[src/rtl/distribute_1x2_dst_tag_pipe_if.sv]
// Handshake and payload bundle for the 1x2 destination-tag distributor.
// The slave modport is the distributor's view; the master modport belongs to whoever drives it.
interface distribute_1x2_dst_tag_pipe_if #(
    parameter int DATA_WIDTH       = 32,
    parameter int IN_COMMAND_WIDTH = 4
);
    localparam int OCW = (IN_COMMAND_WIDTH > 2) ? IN_COMMAND_WIDTH - 2 : 1;

    logic                      i_en;
    logic                      i_valid;
    logic                      i_ready;
    logic [DATA_WIDTH-1:0]     i_data_bus;
    logic [IN_COMMAND_WIDTH-1:0] i_cmd;
    logic [1:0]                o_valid;
    logic [1:0]                o_ready;
    logic [2*DATA_WIDTH-1:0]   o_data_bus;
    logic [2*OCW-1:0]          o_cmd;
    logic                      o_drop;

    modport slave (
        input  i_en, i_valid, i_data_bus, i_cmd, o_ready,
        output i_ready, o_valid, o_data_bus, o_cmd, o_drop
    );

    modport master (
        output i_en, i_valid, i_data_bus, i_cmd, o_ready,
        input  i_ready, o_valid, o_data_bus, o_cmd, o_drop
    );
endinterface

[src/rtl/distribute_1x2_dst_tag_pipe.sv]
// Routes input beats to a high and/or low branch FIFO using the top two tag bits.
// Each branch buffers {data, remaining tag}; a full branch stalls the whole input.
module distribute_1x2_dst_tag_pipe_branch #(
    parameter int DW    = 32,
    parameter int CW    = 2,
    parameter int DEPTH = 4
) (
    input  logic          clk,
    input  logic          rst_n,
    input  logic          push_i,
    input  logic [DW-1:0] data_i,
    input  logic [CW-1:0] cmd_i,
    input  logic          ready_i,
    output logic          valid_o,
    output logic          full_o,
    output logic [DW-1:0] data_o,
    output logic [CW-1:0] cmd_o
);
    localparam int AW   = $clog2(DEPTH);
    localparam int CNTW = AW + 1;

    typedef struct packed {
        logic [DW-1:0] data;
        logic [CW-1:0] cmd;
    } entry_t;

    entry_t          mem_q [DEPTH];
    logic [AW-1:0]   wr_ptr_q, rd_ptr_q;
    logic [CNTW-1:0] cnt_q;
    logic            push_ok, pop;

    assign full_o  = (cnt_q == CNTW'(DEPTH));
    assign valid_o = (cnt_q != '0);
    assign push_ok = push_i && !full_o;
    assign pop     = ready_i && valid_o;
    assign data_o  = valid_o ? mem_q[rd_ptr_q].data : '0;
    assign cmd_o   = valid_o ? mem_q[rd_ptr_q].cmd  : '0;

    // Pointers are exactly AW bits wide, so wrap comes free from the power-of-2 depth.
    always_ff @(posedge clk or negedge rst_n) begin
        if (!rst_n) begin
            wr_ptr_q <= '0;
            rd_ptr_q <= '0;
            cnt_q    <= '0;
        end else begin
            if (push_ok) wr_ptr_q <= wr_ptr_q + 1'b1;
            if (pop)     rd_ptr_q <= rd_ptr_q + 1'b1;
            unique case ({push_ok, pop})
                2'b10:   cnt_q <= cnt_q + CNTW'(1);
                2'b01:   cnt_q <= cnt_q - CNTW'(1);
                default: cnt_q <= cnt_q;
            endcase
        end
    end

    always_ff @(posedge clk) begin
        if (push_ok) mem_q[wr_ptr_q] <= '{data: data_i, cmd: cmd_i};
    end
endmodule

module distribute_1x2_dst_tag_pipe #(
    parameter int DATA_WIDTH       = 32,
    parameter int IN_COMMAND_WIDTH = 4,
    parameter int FIFO_DEPTH       = 4
) (
    input  logic clk,
    input  logic rst_n,
    distribute_1x2_dst_tag_pipe_if.slave bus
);
    localparam int OUT_COMMAND_WIDTH_PER_DATA = (IN_COMMAND_WIDTH > 2) ? IN_COMMAND_WIDTH - 2 : 1;
    localparam int OCW = OUT_COMMAND_WIDTH_PER_DATA;

    logic [1:0]                 tag;
    logic [OCW-1:0]             rem_cmd;
    logic                       accept;
    logic [1:0]                 push, full;
    logic [1:0][DATA_WIDTH-1:0] br_data;
    logic [1:0][OCW-1:0]        br_cmd;
    logic                       drop_q;

    assign tag = bus.i_cmd[IN_COMMAND_WIDTH-1 -: 2];

    generate
        if (IN_COMMAND_WIDTH > 2) begin : g_fwd_cmd
            assign rem_cmd = bus.i_cmd[OCW-1:0];
        end else begin : g_last_stage
            assign rem_cmd = '0;
        end
    endgenerate

    // Gating with rst_n keeps i_ready low for the whole time reset is asserted.
    assign bus.i_ready = rst_n && bus.i_en && !full[1] && !full[0];
    assign accept      = bus.i_valid && bus.i_ready;
    assign push        = {accept && tag[1], accept && tag[0]};

    generate
        for (genvar b = 0; b < 2; b++) begin : g_br
            distribute_1x2_dst_tag_pipe_branch #(
                .DW(DATA_WIDTH), .CW(OCW), .DEPTH(FIFO_DEPTH)
            ) u_fifo (
                .clk     (clk),
                .rst_n   (rst_n),
                .push_i  (push[b]),
                .data_i  (bus.i_data_bus),
                .cmd_i   (rem_cmd),
                .ready_i (bus.o_ready[b]),
                .valid_o (bus.o_valid[b]),
                .full_o  (full[b]),
                .data_o  (br_data[b]),
                .cmd_o   (br_cmd[b])
            );
        end
    endgenerate

    assign bus.o_data_bus = br_data;
    assign bus.o_cmd      = br_cmd;
    assign bus.o_drop     = drop_q;

    always_ff @(posedge clk or negedge rst_n) begin
        if (!rst_n) drop_q <= 1'b0;
        else        drop_q <= accept && (tag == 2'b00);
    end
endmodule

[src/flat_wrapper.sv]
// flat-port wrapper written by rule: the top's interface ports become plain ports
module distribute_1x2_dst_tag_pipe_flat 
#(
    parameter int DATA_WIDTH       = 32,
    parameter int IN_COMMAND_WIDTH = 4,
    parameter int FIFO_DEPTH       = 4
)
  (clk, rst_n, bus_i_en, bus_i_valid, bus_i_data_bus, bus_i_cmd, bus_o_ready, bus_i_ready, bus_o_valid, bus_o_data_bus, bus_o_cmd, bus_o_drop);
  distribute_1x2_dst_tag_pipe_if #(.DATA_WIDTH(DATA_WIDTH), .IN_COMMAND_WIDTH(IN_COMMAND_WIDTH)) bus_i ();
  input  logic clk;
  input  logic rst_n;
  input wire logic [$bits(bus_i.i_en)-1:0] bus_i_en;
  input wire logic [$bits(bus_i.i_valid)-1:0] bus_i_valid;
  input wire logic [$bits(bus_i.i_data_bus)-1:0] bus_i_data_bus;
  input wire logic [$bits(bus_i.i_cmd)-1:0] bus_i_cmd;
  input wire logic [$bits(bus_i.o_ready)-1:0] bus_o_ready;
  output wire logic [$bits(bus_i.i_ready)-1:0] bus_i_ready;
  output wire logic [$bits(bus_i.o_valid)-1:0] bus_o_valid;
  output wire logic [$bits(bus_i.o_data_bus)-1:0] bus_o_data_bus;
  output wire logic [$bits(bus_i.o_cmd)-1:0] bus_o_cmd;
  output wire logic [$bits(bus_i.o_drop)-1:0] bus_o_drop;
  assign bus_i.i_en = bus_i_en;
  assign bus_i.i_valid = bus_i_valid;
  assign bus_i.i_data_bus = bus_i_data_bus;
  assign bus_i.i_cmd = bus_i_cmd;
  assign bus_i.o_ready = bus_o_ready;
  assign bus_i_ready = bus_i.i_ready;
  assign bus_o_valid = bus_i.o_valid;
  assign bus_o_data_bus = bus_i.o_data_bus;
  assign bus_o_cmd = bus_i.o_cmd;
  assign bus_o_drop = bus_i.o_drop;
  distribute_1x2_dst_tag_pipe #(.DATA_WIDTH(DATA_WIDTH), .IN_COMMAND_WIDTH(IN_COMMAND_WIDTH), .FIFO_DEPTH(FIFO_DEPTH)) u_core (.clk(clk), .rst_n(rst_n), .bus(bus_i));
endmodule
[config.mk]
export PLATFORM = sky130hd
export DESIGN_NAME = distribute_1x2_dst_tag_pipe_flat
export DESIGN_NICKNAME = d
export VERILOG_FILES = /design/src/rtl/distribute_1x2_dst_tag_pipe_if.sv /design/src/rtl/distribute_1x2_dst_tag_pipe.sv /design/src/flat_wrapper.sv
export SDC_FILE = /design/constraint.sdc
export NUM_CORES = 1
export LEC_CHECK = 0
export CAP_MARGIN = 20
export CORE_AREA = 2 2 169 130
export CTS_CLUSTER_DIAMETER = 30
export DETAILED_ROUTE_END_ITERATION = 6
export DIE_AREA = 0 0 171 132
export PLACE_DENSITY = 0.77
export SYNTH_ARGS = -nofsm -noshare
export SYNTH_HDL_FRONTEND = slang
export SYNTH_SLANG_ARGS = --single-unit
[constraint.sdc]
create_clock -name clk -period 5 [get_ports clk]
set_input_delay 0.5 -clock clk [delete_from_list [all_inputs] [get_ports clk]]
set_output_delay 0.5 -clock clk [all_outputs]
set_load 0.01 [all_outputs]
==> impl_metrics.py <==
metrics = {
    "synth": {
        "synth_seq_cells": 287,
        "ys_types": 26,
        "synthesis.nets": 570,
        "synth_area_mm2": 0.0113,
        "ys.flop_type": "edfxtp_1",
        "synth_async_sr_flop_share_pct": 5.23,
        "synth.area.top_cells": "edfxtp_1, mux4_2, and2_1, dfrtp_1, mux4_1",
        "synth_edf_count": 272,
        "avgSynthCellArea_um2": 21.9,
        "ys_seq_area_share_pct": 75.4,
        "synth_top_area_share_pct": 72.1,
        "synth_warnings": 0,
        "synth_cells": 516,
        "yosysTopAreaCell": "edfxtp_1",
    },
    "cts": {
        "post_cts.repair.setup_buffers": 0,
        "cts_made_buffers": 39,
        "clk_latency_ps": 520,
        "clk_pin_slew_ps": 50,
        "cts_tree": "done",
        "root_buffer": "clkbuf_16",
        "cts_sinks": 287,
        "holdBufCountCts": 0,
        "htree_levels": 2,
        "clockBufferDepth": 3,
        "cts_resized": 0,
    },
    "route": {
        "drcViolationCount": 0,
        "wire_per_inst_um": 23.3,
        "drt-total-wl_um": 22500,
        "firstDrtPassIters": 4,
        "detail-route-antenna-nets": 0,
        "vias_per_cell": 5.58,
        "drt_iter0_markers": 398,
        "via_count": 5388,
    },
    "floorplanning": {
        "core_mm2": 0.0208,
        "num_io_pins": 114,
        "start_util_pct": 54.4,
        "die_w_um": 171,
        "die_area_mm2": 0.0226,
        "chipHeight_um": 132,
        "num_rows": 46,
    },
    "timing": {
        "slew_headroom_pct": 28.6,
        "clock.fmax_mhz": 280,
        "timing.final.crit_share_pct": 71.4,
        "post-route-min-period_ps": 3570,
        "maxSlewViolCount": 0,
        "skew_ps": 27.0,
        "setup_viol": 0,
        "rsz0062_at_grt": "no",
        "setup_slack_ps": 1430,
        "worst_slew_pin_slew_ps": 1070,
        "finalHoldViolCount": 0,
        "whs_ps": 430,
        "fin_tns_setup_ps": 0,
    },
    "finish": {
        "instances_no_fill": 966,
        "drive_above_1_share_pct": 20.7,
        "stdcell_area_mm2": 0.0139,
        "fin_util_pct": 66.7,
        "syn_to_final_growth_pct": 22.8,
        "fin_nets": 702,
    },
    "critical_path": {
        "r2r_setup_slack_ps": 2440,
        "end_kind": "output port",
        "r2r_start": "u_core.g_br[1].u_fifo.cnt_q[0]",
        "arrival_ps": 3070,
        "timing.rr.end": "u_core.g_br[1].u_fifo.cnt_q[2]",
        "start_kind": "register",
        "crit_fanout": 23,
        "crit_type": "reg -> out",
        "worst_r2r_path_depth": 8,
        "critPathRequiredTime_ps": 4500,
    },
    "grt": {
        "globalRouteOverflowTotal": 0,
        "grt_pass1_vias": 5793,
        "grt_antenna_before_repair": 1,
        "grt_max_degree": 38,
        "grtUsageTotal_pct": 20.6,
        "grt_first_pass_wirelength_um": 34200,
    },
    "pwr": {
        "power_leakage_nw": 4.60,
        "powerDensity_mw_per_mm2": 578,
        "total_power_mw": 8.04,
        "vdd_ir_drop_max_v": 0.000311,
    },
    "place": {
        "place_inst": 895,
        "dp_hpwl_um": 12400,
        "port_buffers": 113,
        "dp_worst_setup_slack_ps": 1440,
        "placed_cell_area_mm2": 0.0126,
        "routabilityCongestion": 0.739,
    },
    "job": {
        "cap_viol_max_count": 0,
    },
    "worst_hold_path": {
        "min_path_type": "in -> async",
    },
    "run_status": {
        "status": "completed",
    },
}
-- kinds of logic (layout without fill, tap and decap cells) --
| group | Yosys count | after routing | share of synthesized area [%] |
|---|---|---|---|
| multiplexers | 71 | 71 | 14.3 |
| adder cells (fa/ha/maj) | 12 | 12 | 1.46 |
| buffers and inverters | 38 | 199 | 2.43 |
| other | 0 | 1 | 0 |
| XOR/XNOR | 12 | 12 | 0.928 |
| AO/OA/AOI/OAI | 1 | 1 | 0.0441 |
| AND/OR/NAND/NOR | 95 | 95 | 5.44 |
| flip-flops | 287 | 287 | 75.4 |
-- metal layers --
| layer | vias to the layer above | GRT usage [%] | share of wire (%) | routed length [um] |
|---|---|---|---|---|
| met4 | 0 | 7.20 | 2.4 | 546 |
| met3 | 44 | 4.95 | 7.3 | 1650 |
| met5 | - | 0 | 0 | 0 |
| met1 | 2793 | 28.1 | 42 | 9430 |
| met2 | 216 | 33.1 | 48 | 10900 |
| li1 | 2335 | - | - | - |
-- flip-flops by register name, summed over array words and instances, names as in the netlist --
signal,count
u_core.g_br.u_fifo.rd_ptr_q,4
u_core.g_br.u_fifo.cnt_q,6
u_core.bus.o_drop,1
u_core.g_br.u_fifo.mem_q,272
u_core.g_br.u_fifo.wr_ptr_q,4
-- where the power goes --
| group | internal (mW) | leakage (nW) | switching (mW) |
|---|---|---|---|
| Combinational | 1.42 | 1.38 | 0.934 |
| Clock | 1.61 | 0.596 | 1.01 |
| Sequential | 2.76 | 2.62 | 0.300 |
| Total | 5.79 | 4.60 | 2.25 |
-- cell usage after synthesis (all sizes together), types with 2 or more instances --
cell,number
and2,78
buf,20
clkbuf,6
dfrtp,15
edfxtp,272
fa,2
ha,10
inv,12
mux2,2
mux4,68
nand2,4
nand3,2
nor2,3
nor3b,2
nor4,2
or3,2
xnor2,6
xor2,6
-- area by class of cell --
| type | instances | area (um^2) |
|---|---|---|
| clock buffer | 46 | 1040 |
| multi-input combinational | 191 | 2520 |
| inverter | 12 | 45.0 |
| tap | 288 | 360 |
| timing repair buffer | 117 | 1170 |
| clock inverter | 24 | 216 |
| fill | 1360 | 6930 |
| antenna | 1 | 2.50 |
| sequential | 287 | 8550 |
-- layout by cell type (no fill, tap or decap), drive strengths merged, types with 7 or more instances in the layout --
master	count
clkdlybuf4s50	113
mux4	68
dfrtp	15
and2	78
clkinvlp	7
ha	10
clkbuf	46
edfxtp	272
inv	13
clkinv	14
-- worst max-delay path, cell delays in order, from the launching register on --
cell and delay [ps]:
dfrtp_2 890, buf_4 430, mux4_1 600, and2_1 170
clkdlybuf4s50_1 470
-- worst max path at each step --
stage                                            startpoint                            endpoint  slack [ps]  cells after the start
after global placement                                rst_n  u_core.g_br[1].u_fifo.mem_q[2][18]        1590                      4
after detailed placement                              rst_n  u_core.g_br[1].u_fifo.mem_q[3][27]        1440                      4
after CTS                 u_core.g_br[0].u_fifo.rd_ptr_q[0]                   bus_o_data_bus[0]        1310                      4
after global routing      u_core.g_br[0].u_fifo.rd_ptr_q[0]                   bus_o_data_bus[0]        1230                      4
final                     u_core.g_br[0].u_fifo.rd_ptr_q[0]                   bus_o_data_bus[0]        1430                      4
after floorplan                                       rst_n   u_core.g_br[1].u_fifo.mem_q[0][0]        2710                      3
Note: power is estimated with default switching activity, not from simulation.
